[src/rtl/item_ram_arbiter.sv]
// Request/grant arbiter for the single-port 16x32 item RAM shared by loader, draw and rope.
// Loader has strict priority, draw/rope alternate; a lock pins the bus to one owner for RMW.
module item_ram_arbiter #(
   parameter int RD_LAT   = 1,
   parameter int LOCK_MAX = 64
) (
   input  logic        clock,
   input  logic        resetn,
   input  logic        enable_i,
   input  logic        req0_i,
   input  logic        we0_i,
   input  logic [3:0]  addr0_i,
   input  logic [31:0] wdata0_i,
   input  logic        lock0_i,
   input  logic        req1_i,
   input  logic        we1_i,
   input  logic [3:0]  addr1_i,
   input  logic [31:0] wdata1_i,
   input  logic        lock1_i,
   input  logic        req2_i,
   input  logic        we2_i,
   input  logic [3:0]  addr2_i,
   input  logic [31:0] wdata2_i,
   input  logic        lock2_i,
   output logic        gnt0_o,
   output logic        gnt1_o,
   output logic        gnt2_o,
   output logic        rvalid0_o,
   output logic        rvalid1_o,
   output logic        rvalid2_o,
   output logic [31:0] rdata_o,
   output logic        lock_err_o,
   output logic [3:0]  ram_addr_o,
   output logic [31:0] ram_wdata_o,
   output logic        ram_wren_o,
   input  logic [31:0] ram_q_i
);

   typedef enum logic {FREE, LOCKED} state_t;

   logic [2:0]        req, we, lock;
   logic [2:0][3:0]   addr;
   logic [2:0][31:0]  wdata;

   assign req   = {req2_i, req1_i, req0_i};
   assign we    = {we2_i, we1_i, we0_i};
   assign lock  = {lock2_i, lock1_i, lock0_i};
   assign addr  = {addr2_i, addr1_i, addr0_i};
   assign wdata = {wdata2_i, wdata1_i, wdata0_i};

   state_t            state_q, state_d;
   logic [1:0]        owner_q, owner_d;
   logic [1:0]        last_q, last_d;
   logic [6:0]        idle_q, idle_d;
   logic              err_q, err_d;
   logic [2:0]        gnt_q, gnt_d;
   logic [3:0]        addr_q, addr_d;
   logic [31:0]       wdata_q, wdata_d;
   logic              wren_q, wren_d;
   // One-hot requester tag per stage; last stage lines up with ram_q.
   logic [RD_LAT:0][2:0] tag_pipe_q;

   logic [2:0]        sel;
   logic [1:0]        idx;

   always_comb begin
      sel = 3'b000;
      if (enable_i) begin
         if (state_q == FREE) begin
            if (req[0])                 sel = 3'b001;
            else if (req[1] && req[2])  sel = (last_q == 2'd2) ? 3'b010 : 3'b100;
            else if (req[1])            sel = 3'b010;
            else if (req[2])            sel = 3'b100;
         end else if (req[owner_q]) begin
            sel = 3'(1) << owner_q;
         end
      end
      idx = 2'd0;
      for (int n = 0; n < 3; n++)
         if (sel[n]) idx = 2'(n);
   end

   always_comb begin
      state_d = state_q;
      owner_d = owner_q;
      last_d  = last_q;
      idle_d  = idle_q;
      err_d   = err_q;
      addr_d  = addr_q;
      wdata_d = wdata_q;
      gnt_d   = sel;
      wren_d  = 1'b0;
      if (|sel) begin
         addr_d  = addr[idx];
         wdata_d = wdata[idx];
         wren_d  = we[idx];
         idle_d  = 7'd0;
         if (sel[1]) last_d = 2'd1;
         if (sel[2]) last_d = 2'd2;
         if (lock[idx]) begin
            state_d = LOCKED;
            owner_d = idx;
         end else begin
            state_d = FREE;
         end
      end else if (state_q == LOCKED && !req[owner_q]) begin
         // Owner idle: either a clean release or a stuck lock that times out.
         if (!lock[owner_q]) begin
            state_d = FREE;
            idle_d  = 7'd0;
         end else if (idle_q == 7'(LOCK_MAX - 1)) begin
            state_d = FREE;
            idle_d  = 7'd0;
            err_d   = 1'b1;
         end else begin
            idle_d  = idle_q + 7'd1;
         end
      end
   end

   always_ff @(posedge clock) begin
      if (!resetn) begin
         state_q    <= FREE;
         owner_q    <= 2'd0;
         last_q     <= 2'd2;
         idle_q     <= 7'd0;
         err_q      <= 1'b0;
         gnt_q      <= 3'b000;
         addr_q     <= 4'd0;
         wdata_q    <= 32'd0;
         wren_q     <= 1'b0;
         tag_pipe_q <= '0;
      end else begin
         state_q       <= state_d;
         owner_q       <= owner_d;
         last_q        <= last_d;
         idle_q        <= idle_d;
         err_q         <= err_d;
         gnt_q         <= gnt_d;
         addr_q        <= addr_d;
         wdata_q       <= wdata_d;
         wren_q        <= wren_d;
         tag_pipe_q[0] <= sel & ~we;
         for (int k = 1; k <= RD_LAT; k++)
            tag_pipe_q[k] <= tag_pipe_q[k-1];
      end
   end

   assign gnt0_o      = gnt_q[0];
   assign gnt1_o      = gnt_q[1];
   assign gnt2_o      = gnt_q[2];
   assign rvalid0_o   = tag_pipe_q[RD_LAT][0];
   assign rvalid1_o   = tag_pipe_q[RD_LAT][1];
   assign rvalid2_o   = tag_pipe_q[RD_LAT][2];
   assign rdata_o     = ram_q_i;
   assign lock_err_o  = err_q;
   assign ram_addr_o  = addr_q;
   assign ram_wdata_o = wdata_q;
   assign ram_wren_o  = wren_q;

endmodule

[config.mk]
export PLATFORM = sky130hd
export DESIGN_NAME = item_ram_arbiter
export DESIGN_NICKNAME = d
export VERILOG_FILES = /design/src/rtl/item_ram_arbiter.sv
export SDC_FILE = /design/constraint.sdc
export NUM_CORES = 1
export LEC_CHECK = 0
export ABC_CLOCK_PERIOD_IN_PS = 1640
export BUFFER_PORTS_ARGS = -buffer_cell sky130_fd_sc_hd__buf_2
export CORE_ASPECT_RATIO = 0.9
export CORE_MARGIN = 1
export CORE_UTILIZATION = 33
export CTS_BUF_LIST = sky130_fd_sc_hd__clkbuf_4
export DETAILED_ROUTE_END_ITERATION = 16
export PLACE_DENSITY = 0.69
export SETUP_SLACK_MARGIN = 0.05
export SLEW_MARGIN = 15
export SYNTH_ARGS = -nofsm -noshare
export SYNTH_HDL_FRONTEND = slang
export SYNTH_SLANG_ARGS = --single-unit
[constraint.sdc]
create_clock -name clock -period 1.64 [get_ports clock]
set_input_delay 0.328 -clock clock [delete_from_list [all_inputs] [get_ports clock]]
set_output_delay 0.328 -clock clock [all_outputs]
set_load 0.05 [all_outputs]
Yosys cells after proc, flatten, opt, wreduce, memory -nomap -nowiden

Cells that the tools add are included.

Bits in registers: 59
Bits of input ports: 152
Output and inout bits: 76
Logic and storage cells: 65

Add/subtract/negate cells: 1
Order comparisons: 2
Eq/ne operators: 3
Shift-type cells: 1
Multiplexer cells: 31
Bitwise gates (word level): 4
Reduce and logical (&&, ||, !) cells: 12

Operators by type and width:

| kind                                                                         | number |
|---|---|
| 32-bit binary-select mux with 2-bit select                                   | 1 |
| 32-bit 2-to-1 mux                                                            | 1 |
| 3-bit 2-to-1 mux                                                             | 8 |
| 7-bit 2-to-1 mux                                                             | 2 |
| 1-bit 2-to-1 mux                                                             | 10 |
| 1-bit binary-select mux with 2-bit select                                    | 4 |
| 4-bit binary-select mux with 2-bit select                                    | 1 |
| 2-bit AND reduction                                                          | 4 |
| 7-bit by 1-bit adder with 7-bit output, second input constant                | 1 |
| 7-bit by 6-bit == test with 1-bit output, second input constant              | 1 |
| 2-bit by 3-bit less-than comparator with 1-bit output, second input constant | 2 |
| 2-bit 2-to-1 mux                                                             | 3 |
| 4-bit 2-to-1 mux                                                             | 1 |
| 4-bit AND reduction                                                          | 1 |
| 2-bit nonzero test                                                           | 2 |
| 4-bit OR reduction                                                           | 1 |
| 3-bit AND                                                                    | 1 |
| 3-bit by 2-bit inequality test with 1-bit output, second input constant      | 1 |
| 3-bit NOT                                                                    | 1 |
| 3-bit OR reduction                                                           | 1 |
| 1-bit by 2-bit << shifter with 3-bit output, first input constant            | 1 |
| 2-bit == test, second input constant                                         | 1 |
| 1-bit logical AND                                                            | 2 |
| 1-bit NOT                                                                    | 2 |
| 1-bit zero test                                                              | 1 |

Logic depth before layout (Yosys ltp)

Depth after elaboration: 12
Depth in mapped cells: 7
Mapped depth without buffers: 6

Least setup slack after synthesis

No wires, ideal clock.

Path kind: register to register
Start point: register owner_q[0]
End point: register wdata_q[23], in the netlist ram_wdata_o[23]
Setup time: 0.084 ns
Arrival: 1.565 ns
Data required time: 1.556 ns
Slack: -0.010 ns
Stages on the path, launching flop included: 8
Cell sequence: dfxtp_1 mux2i_1 o211ai_2 a31oi_1 buf_4 buf_2 nand2_1 o31ai_2

Longest elaborated chain between the ends: 9
Elaborated cells between the ends (all ways): 11
Classes of those cells: shift (1); mux (9); reduce/logical (1)

Ends and longest elaborated chain:

| item                                       | line | source |
|---|---|---|
| from (decl)                                | 52   | `logic [1:0] owner_q, owner_d;` |
| from (signal assigned)                     | 135  | `owner_q <= owner_d;` |
| 1-bit binary-select mux with 2-bit select  | 74   | `end else if (req[owner_q]) begin` |
| 1-bit 2-to-1 mux (implied by the code)     | 74   |  |
| 3-bit 2-to-1 mux (*)                       | 74   |  |
| 3-bit 2-to-1 mux (*)                       | 69   | `if (state_q == FREE) begin` |
| 3-bit 2-to-1 mux (*)                       | 68   | `if (enable_i) begin` |
| 1-bit 2-to-1 mux                           | 80   | `if (sel[n]) idx = 2'(n);` |
| 2-bit 2-to-1 mux                           | 80   |  |
| 32-bit binary-select mux with 2-bit select | 95   | `wdata_d = wdata[idx];` |
| 32-bit 2-to-1 mux (implied by the code)    | 95   |  |
| to (signal assigned)                       | 141  | `wdata_q <= wdata_d;` |
| to (decl)                                  | 58   | `logic [31:0] wdata_q, wdata_d;` |

Mark *: on every way between the ends. The rest lies on a longest branch, timed or not. The select of a mux whose other input is x is not followed.
A chain may end at the register's enable or synchronous reset.

Worst setup path in the final report

Start point: register last_q[0]
End point: register wdata_q[28], in the netlist ram_wdata_o[28]

Longest elaborated chain between the ends: 10
Elaborated cells between the ends (all ways): 11
Classes of those cells: eq/ne (1); mux (9); reduce/logical (1)

Ends and longest elaborated chain:

| item                                       | line | source |
|---|---|---|
| from (decl)                                | 53   | `logic [1:0] last_q, last_d;` |
| from (signal assigned)                     | 136  | `last_q <= last_d;` |
| 2-bit == test (*)                          | 71   | `else if (req[1] && req[2]) sel = (last_q == 2'd2) ? 3'b010 : 3'b100;` |
| 3-bit 2-to-1 mux (*) (2 in a row)          | 71   |  |
| 3-bit 2-to-1 mux (*)                       | 70   | `if (req[0]) sel = 3'b001;` |
| 3-bit 2-to-1 mux (*)                       | 69   |  |
| 3-bit 2-to-1 mux (*)                       | 68   |  |
| 1-bit 2-to-1 mux                           | 80   |  |
| 2-bit 2-to-1 mux                           | 80   |  |
| 32-bit binary-select mux with 2-bit select | 95   |  |
| 32-bit 2-to-1 mux (implied by the code)    | 95   |  |

Marked as above.

==> impl_results.md <==
- Diode count: 0
- Most numerous cell in the Yosys netlist: dfxtp_1
- Hold_sp: we2_i
- PD cells: 756 nW/um2
- Max-slew headroom: 75.5%
- Placer Congestion: 0.811
- Setup WS post-layout: -67.9 ps
- 1st-iter DRT viols: 206
- Total power after layout: 3.72 mW
- Worst Tran Pin Value: 364 ps
- Initial antenna violation count: 0
- WP buf/inv: 2
- Achievable frequency: 586 MHz
- Ratio of cells with drive above 1 in the final layout: 56.6%
- Number of synthesis warnings: 0
- Post-DP HPWL: 7450 um
- Async SR Flop Fraction: 0%
- Clock slew at reported path FFs: 100 ps
- Synth cell types: 48
- Synthesized flop and latch total: 59
- Die area: 10500 um2
- Worst Path Arrival: 2010 ps
- Root Driver: clkbuf_4
- R2R Setup Slk: -70 ps
- Layout Cells excl Fill: 665
- Critical R2R Capture: ram_wdata_o[28]$_SDFFE_PN0P_
- First-pass GRT wire length: 17400 um
- Share of the synthesized area in the top cell type: 35.3%
- Largest net degree at the start of global routing: 27
- DP Worst Slack: -295 ps
- Vias per inst: 5.11
- Clk_lat worst skew: 400 ps
- Fin. max-slew vios: 0
- Total CTS buffers: 9
- Clock sink count: 59
- FF-to-FF path depth: 7
- Period minus WS final: 1710 ps
- Min-Delay Endpoint: tag_pipe_q[2]$_SDFF_PN0_
- Post-synth top cells: dfxtp_1 (59), nand2_1 (44), nor2_1 (40), buf_4 (34), o21a_1 (27)
- CTS Buffer Depth: 2
- Nets: 688
- Violated checks: negative setup slack
- Worst flop-to-flop path startpoint: last_q[0]$_SDFFE_PN0P_
- Worst Clk Skew: 13.5 ps
- Min-Delay Path Class: primary input to flop
- CP required: 1940 ps
- Layout area overhead: 47.2%
- Post-Route Setup TNS: -695 ps
- CP max stage cell: dfxtp_2
- CTS tree: yes
- Global route overflow: 0
- Final instance area: 4920 um2
- Vias in the first global route: 3468
- Crit end category: flop
- Hold Path Stages: 2
- Width of the chip: 108 um
- Starting Density: 34.3%
- Maximum vdd drop: 0.436 mV
- Cells after Synth: 364
- Pleak: 2.18 nW
- Period utilization: 104%
- Syn nets: 517
- RSZ-0062 raised after global routing: yes
- Die Y: 97.5 um
- DP Area: 4310 um2
- Ys flop type: dfxtp_1
- Result of the run: finished, violations left
- Core area: 9740 um2
- Crit-path cells: nand2b_4, a2111oi_4, buf_6, nor2_4, clkbuf_16, a211oi_4, o31ai_2
- Via count: 3399
- Post-synthesis instance area: 3340 um2
- Final ANT Viol Nets: 0
- H-Tree Level Count: 3
- Synthesized area per cell: 9.18 um2
- DRC Markers: 0
- Worst-path fanout max: 7
- Final Util: 50.5%
- Final WL: 11400 um
- Inst Count DP: 632
- Leading area contributor after synthesis: dfxtp_1
- Post-synthesis sequential area ratio: 35.3%
- I/O pin count: 228
- Port bufs: 163
- Row count: 34
- Startpoint Class: flop
- CP delay by family, top: compound AO/OA/AOI/OAI gates
- CP Class: flop to flop
- Hold Vio Cnt, Final: 0
- Count of final setup violators: 23
- EDFF count, synth: 0
- First-pass DRT Iterations: 5
- Worst stage delay on the critical path: 340 ps
- GRT Overall Usage: 21.3%
- Max-cap violations: 0
- Top cells by area, synth: dfxtp_1 (35%), buf_4 (7.6%), a211oi_2 (7.5%)
- Routed len/inst: 17.1 um
- WHS: 120 ps
cell type report:
| type | count | area, um2 |
|---|---|---|
| Fill cell | 922 | 4820 |
| Sequential cell | 59 | 1190 |
| Clock inverter | 4 | 42.5 |
| Tap cell | 126 | 158 |
| Clock buffer | 11 | 82.6 |
| Inverter | 4 | 15.0 |
| Multi-Input combinational cell | 246 | 1960 |
| Timing Repair Buffer | 215 | 1470 |
cells in the final DEF (no fill, tap or decap), types with 4 or more instances in the layout:
cell	instances
a211oi_2	16
buf_6	6
inv_1	4
clkbuf_4	11
o21a_1	24
a222oi_1	10
nor2_1	38
o21ai_1	12
buf_12	10
o31ai_1	7
o31ai_2	20
and2_1	4
a211oi_4	10
buf_16	4
buf_2	163
buf_4	30
dfxtp_2	4
nand2_1	43
dfxtp_1	54
worst max-delay path by stage:
| stage | from | depth (start not counted) | to |
|---|---|---|---|
| final | last_q[0]$_SDFFE_PN0P_ | 7 | ram_wdata_o[28]$_SDFFE_PN0P_ |
| after CTS | last_q[0]$_SDFFE_PN0P_ | 7 | ram_wdata_o[26]$_SDFFE_PN0P_ |
| after detailed placement | req1_i | 8 | ram_wdata_o[2]$_SDFFE_PN0P_ |
| after global routing | last_q[0]$_SDFFE_PN0P_ | 7 | ram_wdata_o[5]$_SDFFE_PN0P_ |
| after floorplan | last_q[0]$_SDFFE_PN0P_ | 7 | ram_wdata_o[14]$_SDFFE_PN0P_ |
| after global placement | req1_i | 8 | ram_wdata_o[6]$_SDFFE_PN0P_ |
power breakdown:
part / total, mW / switching [mW] / internal [mW]
Sequential: 1.57 / 0.0477 / 1.52
Clock: 1.01 / 0.529 / 0.480
Combinational: 1.14 / 0.672 / 0.471
Total: 3.72 / 1.25 / 2.47
worst reg2reg max path: stages, from the launching register on:
cell and delay [ps]:
dfxtp_2 340, nand2b_4 140, a2111oi_4 340, buf_6 200, nor2_4 80, clkbuf_16 190, a211oi_4 250, o31ai_2 80
kinds of logic (layout without fill, tap and decap cells):
kind of cell,Yosys count,in the layout,synth area share [%]
AO/OA/AOI/OAI,123,123,33.8
AND/OR/NAND/NOR,115,116,15.6
buffers and inverters,60,234,13.2
flip-flops,59,59,35.3
XOR/XNOR,4,4,1.05
multiplexers,2,2,0.636
adder cells (fa/ha/maj),1,1,0.374
flip-flops by register name, indices dropped and copies added (netlist names):
signal	count
ram_wdata_o	32
idle_q	7
ram_addr_o	4
gnt_q	3
tag_pipe_q	3
last_q	2
owner_q	2
lock_err_o	1
ram_wren_o	1
rvalid0_o	1
rvalid1_o	1
rvalid2_o	1
state_q	1
layer usage:
layer  vias up  GRT usage, %  wire length [um]
met5         -             0                 0
met4         0          5.80               149
met3        18          5.77               604
met2       129          36.4              5750
met1      1621          25.8              4880
li1       1631             -                 -
what timing repair did:
| action | 4_1_cts | 5_1_grt |
|---|---|---|
| resized for setup | 40 | 15 |
| hold buffers | 0 | 0 |
| pin swaps | 39 | 28 |
| gates cloned | 5 | 3 |
| setup endpoints to repair | 40 | 45 |
| endpoints found under the hold margin | 0 | 0 |
| buffers inserted | 9 | 1 |
(Power assumes the default switching activity.)
